File: src/rtl/tawas_thread_sched.sv
// Round-robin hardware-thread issue scheduler for the Tawas barrel core.
// Tracks each issued thread through load, decode and store stages.
module tawas_thread_sched #(
    parameter int THREADS = 32,
    parameter int TW      = 5
) (
    input  logic               clk,
    input  logic               rst,
    input  logic [THREADS-1:0] thread_mask,
    input  logic [THREADS-1:0] rcn_stall,
    input  logic               halt,
    output logic               thread_load_en,
    output logic [TW-1:0]      thread_load,
    output logic               thread_decode_en,
    output logic [TW-1:0]      thread_decode,
    output logic               thread_store_en,
    output logic [TW-1:0]      thread_store,
    output logic               idle,
    output logic [31:0]        issue_count
);

    localparam logic [TW-1:0] LAST_ID = TW'(THREADS - 1);

    logic [THREADS-1:0] inflight;
    logic [THREADS-1:0] eligible;
    logic [TW-1:0]      ptr;
    logic [TW-1:0]      sel;
    logic               sel_valid;
    logic               issue;

    // A thread still in load or decode may not reissue; store does not block.
    always_comb begin
        inflight = '0;
        for (int i = 0; i < THREADS; i++) begin
            inflight[i] = (thread_load_en && thread_load == TW'(i)) ||
                          (thread_decode_en && thread_decode == TW'(i));
        end
    end

    assign eligible = thread_mask & ~rcn_stall & ~inflight;

    // First eligible thread after the last one issued, wrapping at THREADS.
    always_comb begin
        sel_valid = 1'b0;
        sel       = '0;
        for (int k = 1; k <= THREADS; k++) begin
            if (!sel_valid && eligible[(int'(ptr) + k) % THREADS]) begin
                sel_valid = 1'b1;
                sel       = TW'((int'(ptr) + k) % THREADS);
            end
        end
    end

    assign issue = sel_valid && !halt;

    always_ff @(posedge clk or posedge rst) begin
        if (rst) begin
            thread_load_en   <= 1'b0;
            thread_load      <= '0;
            thread_decode_en <= 1'b0;
            thread_decode    <= '0;
            thread_store_en  <= 1'b0;
            thread_store     <= '0;
            issue_count      <= '0;
            ptr              <= LAST_ID;
        end else begin
            thread_decode_en <= thread_load_en;
            thread_decode    <= thread_load;
            thread_store_en  <= thread_decode_en;
            thread_store     <= thread_decode;
            thread_load_en   <= issue;
            if (issue) begin
                thread_load <= sel;
                ptr         <= sel;
                issue_count <= issue_count + 32'd1;
            end
        end
    end

    assign idle = !thread_load_en && !thread_decode_en &&
                  !thread_store_en && !(|eligible);

endmodule

File: config.mk
export PLATFORM = sky130hd
export DESIGN_NAME = tawas_thread_sched
export DESIGN_NICKNAME = d
export VERILOG_FILES = /design/src/rtl/tawas_thread_sched.sv
export SDC_FILE = /design/constraint.sdc
export NUM_CORES = 1
export LEC_CHECK = 0
export CAP_MARGIN = 30
export CORE_AREA = 2 2 193 195
export CTS_CLUSTER_SIZE = 14
export DETAILED_ROUTE_END_ITERATION = 10
export DIE_AREA = 0 0 195 197
export GPL_TIMING_DRIVEN = 1
export PLACE_DENSITY = 0.59
export RECOVER_POWER = 25
export REMOVE_ABC_BUFFERS = 1
export SKIP_CTS_REPAIR_TIMING = 1
export SYNTH_ARGS = -nofsm -noshare
export SYNTH_HDL_FRONTEND = slang
export SYNTH_SLANG_ARGS = --single-unit
File: constraint.sdc
create_clock -name clk -period 6.9 [get_ports clk]
set_clock_uncertainty 0.1 [all_clocks]
set_input_delay 0.69 -clock clk [delete_from_list [all_inputs] [get_ports clk]]
set_output_delay 0.69 -clock clk [all_outputs]
set_load 0.005 [all_outputs]
==> results of run 1 <==
[layout make-up]
class	instances	area (um^2)	area share, %
inverters	41	154	1.19
clock buffers	6	129	0.996
flip-flops and latches	55	1380	10.7
multi-input cells	1276	8840	68.3
well taps	468	586	4.53
clock inverters	2	16.3	0.126
repair buffers	204	1830	14.1
[logic make-up (layout without fill, tap and decap cells)]
logic type,count (synthesis),after routing
muxes,79,79
adders and majority gates,13,13
DFF,55,55
xor gates and xnor gates,68,68
AOI/OAI and AO/OA,538,538
buffers and inverters,138,253
and+or+nand+nor,578,578
[registers in the layout, summed over array words and instances, names as in the netlist]
name and flops:
thread_load_en 1, thread_store 5, ptr 5, thread_load 5, thread_decode 5, thread_store_en 1
issue_count 32, thread_decode_en 1
[worst reg2reg max path, cell delays in order (launching register included)]
cell and delay, ns:
dfstp_2 0.78, ha_1 0.42, a21boi_1 0.29, nor2_2 0.57, nor2_1 0.33, a221oi_1 0.75, mux4_2 0.51, nand2_1 0.13
or4b_1 0.52, or4b_1 0.61, buf_4 0.20, nor4_1 0.52, a31oi_1 0.13, o211ai_1 0.32, a2111oi_2 0.13, nor3_1 0.24
[stage by stage]
stage	instances	TNS [ns]	util (%)	setup slack [ns]
after detailed placement	2044	0	35.3	0.272
after floorplan	1372	-29.02	-	-0.900
after CTS	2052	0	35.7	0.232
after global placement	2043	0	35.2	0.125
after global routing	2052	0	35.7	0.183
final	2052	0	35.7	0.259
[worst paths after layout]
path                                  from               to  slack [ns]  cells past startpoint
max in group asynchronous              rst   thread_load[0]        3.13                      3
hold / removal             issue_count[31]  issue_count[31]        0.39                      1
setup / recovery                    ptr[1]   thread_load[4]        0.26                     15
min in group asynchronous              rst  issue_count[23]        1.88                      3
setup reg to reg                    ptr[1]   thread_load[4]        0.26                     15
hold reg to reg            issue_count[31]  issue_count[31]        0.39                      1
[synthesized netlist by cell type (6+ instances only)]
master,number
a21boi_0,6
o21a_1,9
nand2_1,121
nor2_1,149
o31ai_1,11
a211oi_1,31
dfrtp_1,50
nand4_1,32
o221ai_1,9
a32oi_1,7
o22ai_1,62
o211ai_1,23
a2111oi_0,7
ha_1,13
or4_1,8
o21ai_0,91
nand2b_1,22
mux2_2,13
a22o_1,21
inv_1,39
o32ai_1,32
xnor2_1,57
a221oi_1,18
a22oi_1,19
nor3_1,50
nor4_1,20
o22a_1,7
or3_1,14
o21ai_1,14
a211o_1,14
or2_2,9
nand3_1,41
mux4_2,30
and3_1,13
buf_2,31
and2_1,17
a221o_1,9
a21oi_1,75
xor2_1,11
mux2i_1,36
nor2b_1,30
a21o_1,6
clkbuf_1,60
[per-layer routing]
| layer | track usage (%) | up-vias |
|---|---|---|
| met4 | 16.3 | 0 |
| met2 | 44.7 | 1026 |
| met1 | 38.4 | 6599 |
| met5 | 0 | - |
| li1 | - | 6012 |
| met3 | 6.72 | 208 |
==> results.md, run 1 <==
* Final Cycle Share at a little under 100%
* Syn. warnings at 0
* Multiplexer share of the synthesized area at 11.0%
* Compound-gate portion of the synthesized area at 35.8%
* Total of max-cap violations at 1
* Routed Antenna Nets at 0
* Initial antenna violation count at 0
* Num rows at 70
* Worst path bufs/invs at 1
* Largest family of logic cells by synthesized area: compound AO/OA/AOI/OAI gates
* FFs w/ async S/R, synth at 100%
* IO buf count at approximately 120
* Design Area, Final at 12,900 um^2
* Post-Synth Simple-Gate Area at around 28%
* Top layer in use: met4
* Crit Path Class: register to register
* CP top delay family: simple AND/OR/NAND/NOR gates
* Worst-path clk slew at 0.07 ns
* Share of Yosys cell area claimed by the top area cell type at around an eighth
* Area grow syn2layout at 20.3%
* EDFF count, synth at 0
* Crit path required time at 7.01 ns
* Die X at 195 um
* Initial Utilization at 29.7%
* Fin. Hold Viols at 0
* Synth cell types at 97
* Crit path cell chain: ha_1 > a21boi_1 > nor2_2 > nor2_1 > a221oi_1 > mux4_2 > nand2_1 > or4b_1 > or4b_1 > buf_4 > nor4_1 > a31oi_1 > o211ai_1 > a2111oi_2 > nor3_1
* Drt via density at roughly 6.7
* Adder-cell share of the synthesized area at 1.51%
* Ratio of cells with drive above 1 in the final layout at 11.4%
* Clock latency on the worst-skew pair at 0.30 ns
* Largest stage delay on the critical path at 0.78 ns
* Layout Nets at roughly 1,700
* Xor/xnor share of the synthesized area at 5.54%
* Mean post-synth cell area at roughly 7.3 um^2
* Area of the die at 38,400 um^2
* Violated checks: max-capacitance violations, max-slew violations
* Mapped Area at 10,800 um^2
* Post-placement cell area at between 10,000 and 15,000 um^2
* Largest net degree at the start of global routing at 56
* CTS buffer count at 5
* Post-DP HPWL at 46,100 um
* Routed wire length at 57,800 um
* Slew Viols, Final at 56
* Metal3 WL at 6840 um
* CP most frequent cell: or4b_1
* Synthesized instance count at 1,469
* I/O pins at about 120
* Critical Path End Type: register
* RSZ-0062 raised after global routing: false
* Worst slew margin at -100%
* Wire length on met1 at roughly 23,000 um
* Gr usage total at 29.4%
* CP max FO at 14
* Placer Congestion at 1.10
* Met2 wire len at 24,400 um
* Area leader, netlist: dfrtp_1
* Initial DRC Count at 2,072
* # setup viols final at 0
* Number of remaining DRC errors at 0
* Critical path arrival at 6.75 ns
* Max Buffers Root-to-Sink at 2
* Min Tclk post-route at 6.64 ns
* Die Span Y at 197 um
* Sequential share of the synthesized area at 12.9%
* Synthesized flop and latch total at 55
* Worst setup SP type: register
* HP Class: register to register
* H-tree Lvls at 2
* Worst-Margin Slew at 3.01 ns
* Most common cell after layout, fill and taps aside: nor2_1
* Core outline area at 36,300 um^2
* Via Count at 13,800
* Max Freq at 0.151 GHz
* Most used flip-flop cell after synthesis: dfrtp_1
* Clk sinks at 55
* Diode count at 0
* Top post-synthesis cells by area: dfrtp_1 (12%), mux4_2 (6.3%), nor2_1 (5.2%)
* DR pass1 iterations at 6
* Grt total ovfl at 0
* Hold_ws at 0.388 ns
* CP max-delay cell: dfstp_2
* Vias in the first global route at 13,000
* Routed WL per cell at 28.1 um
* First-pass GRT wire length at ~86,000 um
* Most frequent cells in the layout: nor2_1 (149), nand2_1 (121), clkdlybuf4s50_1 (116), o21ai_0 (91), buf_4 (82)
* FILL cells at 3,941
* Root Buffer: clkbuf_16
* Status: finished, violations left
* CTS tree: done
Power of run 1 is left out: the tool's default activity adds up to more than one toggle a clock period on the data nets, which glitch-free logic cannot reach.
==> run 2: changes to the inputs <==
Settings changed: CTS_BUF_LIST set to sky130_fd_sc_hd__clkbuf_4, SKIP_CTS_REPAIR_TIMING 1 to not set.
==> run 2 against run 1 <==
Effect of this change: the run still ends with max-capacitance violations, max-slew violations left; global-route usage is 0.051 points lower; largest cell class unchanged; via count hardly changed; core utilization shrank 0.22 points; cell count about the same.
==> results.md, run 2 (synthesized netlist as in run 1, its figures left out) <==
* Most common cell after layout, fill and taps aside: nor2_1
* Initial antenna violation count at 1
* Drt via density at approximately 6.7
* Slew Viols, Final at 56
* Area grow syn2layout at 19.5%
* Area taken by multi-input logic gates at 8840 um^2
* Top reg by flops: issue_count
* Most frequent cells in the layout: nor2_1 (149), nand2_1 (121), clkdlybuf4s50_1 (116), o21ai_0 (91), buf_4 (82)
* Violated checks: max-capacitance violations, max-slew violations
* Gr usage total at 29.3%
* Area of the die at around 38,000 um^2
* Root Buffer: clkbuf_4
* First-pass GRT wire length at 85,500 um
* Clk sinks at 55
* Critical Path End Type: register
* Setup tns final at 0 ns
* Worst setup SP type: register
* Min Tclk post-route at 6.64 ns
* Crit path setup slack, layout at 0.255 ns
* FILL cells at 3,953
* H-tree Lvls at 2
* Via Count at 13,800
* CTS buffer count at 5
* Storage element area at 1380 um^2
* Worst slew margin at -98.9%
* Num rows at 70
* Initial Utilization at 29.7%
* DR pass1 iterations at 6
* Die X at 195 um
* Core outline area at 36,300 um^2
* Ratio of cells with drive above 1 in the final layout at 11.5%
* Vias in the first global route at 13,000
* CP most frequent cell: or4b_1
* Total of max-cap violations at 1
* I/O pins at 118
* Crit path required time at around 7.1 ns
* CP max-delay cell: dfstp_2
* Fin. Hold Viols at 0
* Largest net degree at the start of global routing at 56
* Clock latency on the worst-skew pair at roughly 0.42 ns
* Max Freq at 0.150 GHz
* Routed WL per cell at 28.1 um
* Initial DRC Count at 1,954
* Postcts setup bufs at 0
* Critical path arrival at 6.87 ns
* Number of remaining DRC errors at 0
* Dpl ws at 0.272 ns
* Final Cycle Share at 96.3%
* Placer Congestion at 1.10
* Crit Path Class: register to register
* Routed Antenna Nets at 0
* HP Class: register to register
* Grt total ovfl at 0
* Crit path cell chain: ha_1 > a21boi_1 > nor2_2 > nor2_1 > a221oi_1 > mux4_2 > nand2_1 > or4b_1 > or4b_1 > buf_4 > nor4_1 > a31oi_1 > o211ai_1 > a2111oi_2 > nor3_1
* RSZ-0062 raised after global routing: false
* Post-DP HPWL at 46,100 um
* Hold_ws at 0.398 ns
* Max Buffers Root-to-Sink at 2
* Status: finished, violations left
* Routed wire length at 57,700 um
* Die Span Y at between 150 and 200 um
* CTS tree: done
* Layout Nets at between 1,500 and 2,000
* IO buf count at around 120
* CP max FO at 14
* Largest stage delay on the critical path at approximately 0.8 ns
* Worst-path clk slew at 0.16 ns
* Max reg flops at 32
* Worst-Margin Slew at 2.98 ns
* # setup viols final at 0
[run 2: cell types whose count changed in the layout (fill, tap and decap cells not counted), sizes merged]
cell | previous run | this run
diode | 0 | 1
[run 2: layout make-up]
cell class / count / area share, %
Antenna cell: 1 / 0.0195
Tap cell: 468 / 4.55
Inverter: 41 / 1.20
Clock buffer: 6 / 0.350
Timing Repair Buffer: 204 / 14.2
Multi-Input combinational cell: 1276 / 68.8
Clock inverter: 2 / 0.127
Sequential cell: 55 / 10.8
[run 2: worst paths after layout]
kind | from | endpoint | slack (ns) | cells past startpoint
max | ptr[1] | thread_load[4] | 0.26 | 15
min | issue_count[31] | issue_count[31] | 0.40 | 1
max reg2reg | ptr[1] | thread_load[4] | 0.26 | 15
min reg2reg | issue_count[31] | issue_count[31] | 0.40 | 1
max in group asynchronous | rst | thread_load[4] | 3.30 | 3
min in group asynchronous | rst | issue_count[23] | 1.73 | 3
[run 2: critical path: cells and delay by family (launching register included)]
family          cells  cell delay [ns]
compound gates      5             1.61
flops               1             0.82
fa+ha+maj           1             0.42
mux                 1             0.51
buf+inv             1             0.20
simple gates        7             2.89
[run 2: through the flow]
step / util (%) / instance area, um^2 / std cells
after global placement: 35.2 / 12800 / 2043
after floorplan: - / 10300 / 1372
final: 35.5 / 12900 / 2053
after global routing: 35.5 / 12900 / 2053
after CTS: 35.4 / 12900 / 2052
after detailed placement: 35.3 / 12800 / 2044
[run 2: what timing repair did]
action,in CTS,in global routing
hold buffers,0,0
endpoints found under the setup margin,0,2
gates resized for setup,0,2
hold endpoints to repair,0,0
[run 2: layer usage]
metal | global-route usage, % | up-vias | part of all wire (%)
met2 | 44.5 | 1034 | 42
met3 | 6.52 | 209 | 12
li1 | - | 6005 | -
met1 | 38.2 | 6598 | 39
met4 | 17.1 | 0 | 6.7
met5 | 0 | - | 0
Power of run 2 is left out for the same reason.
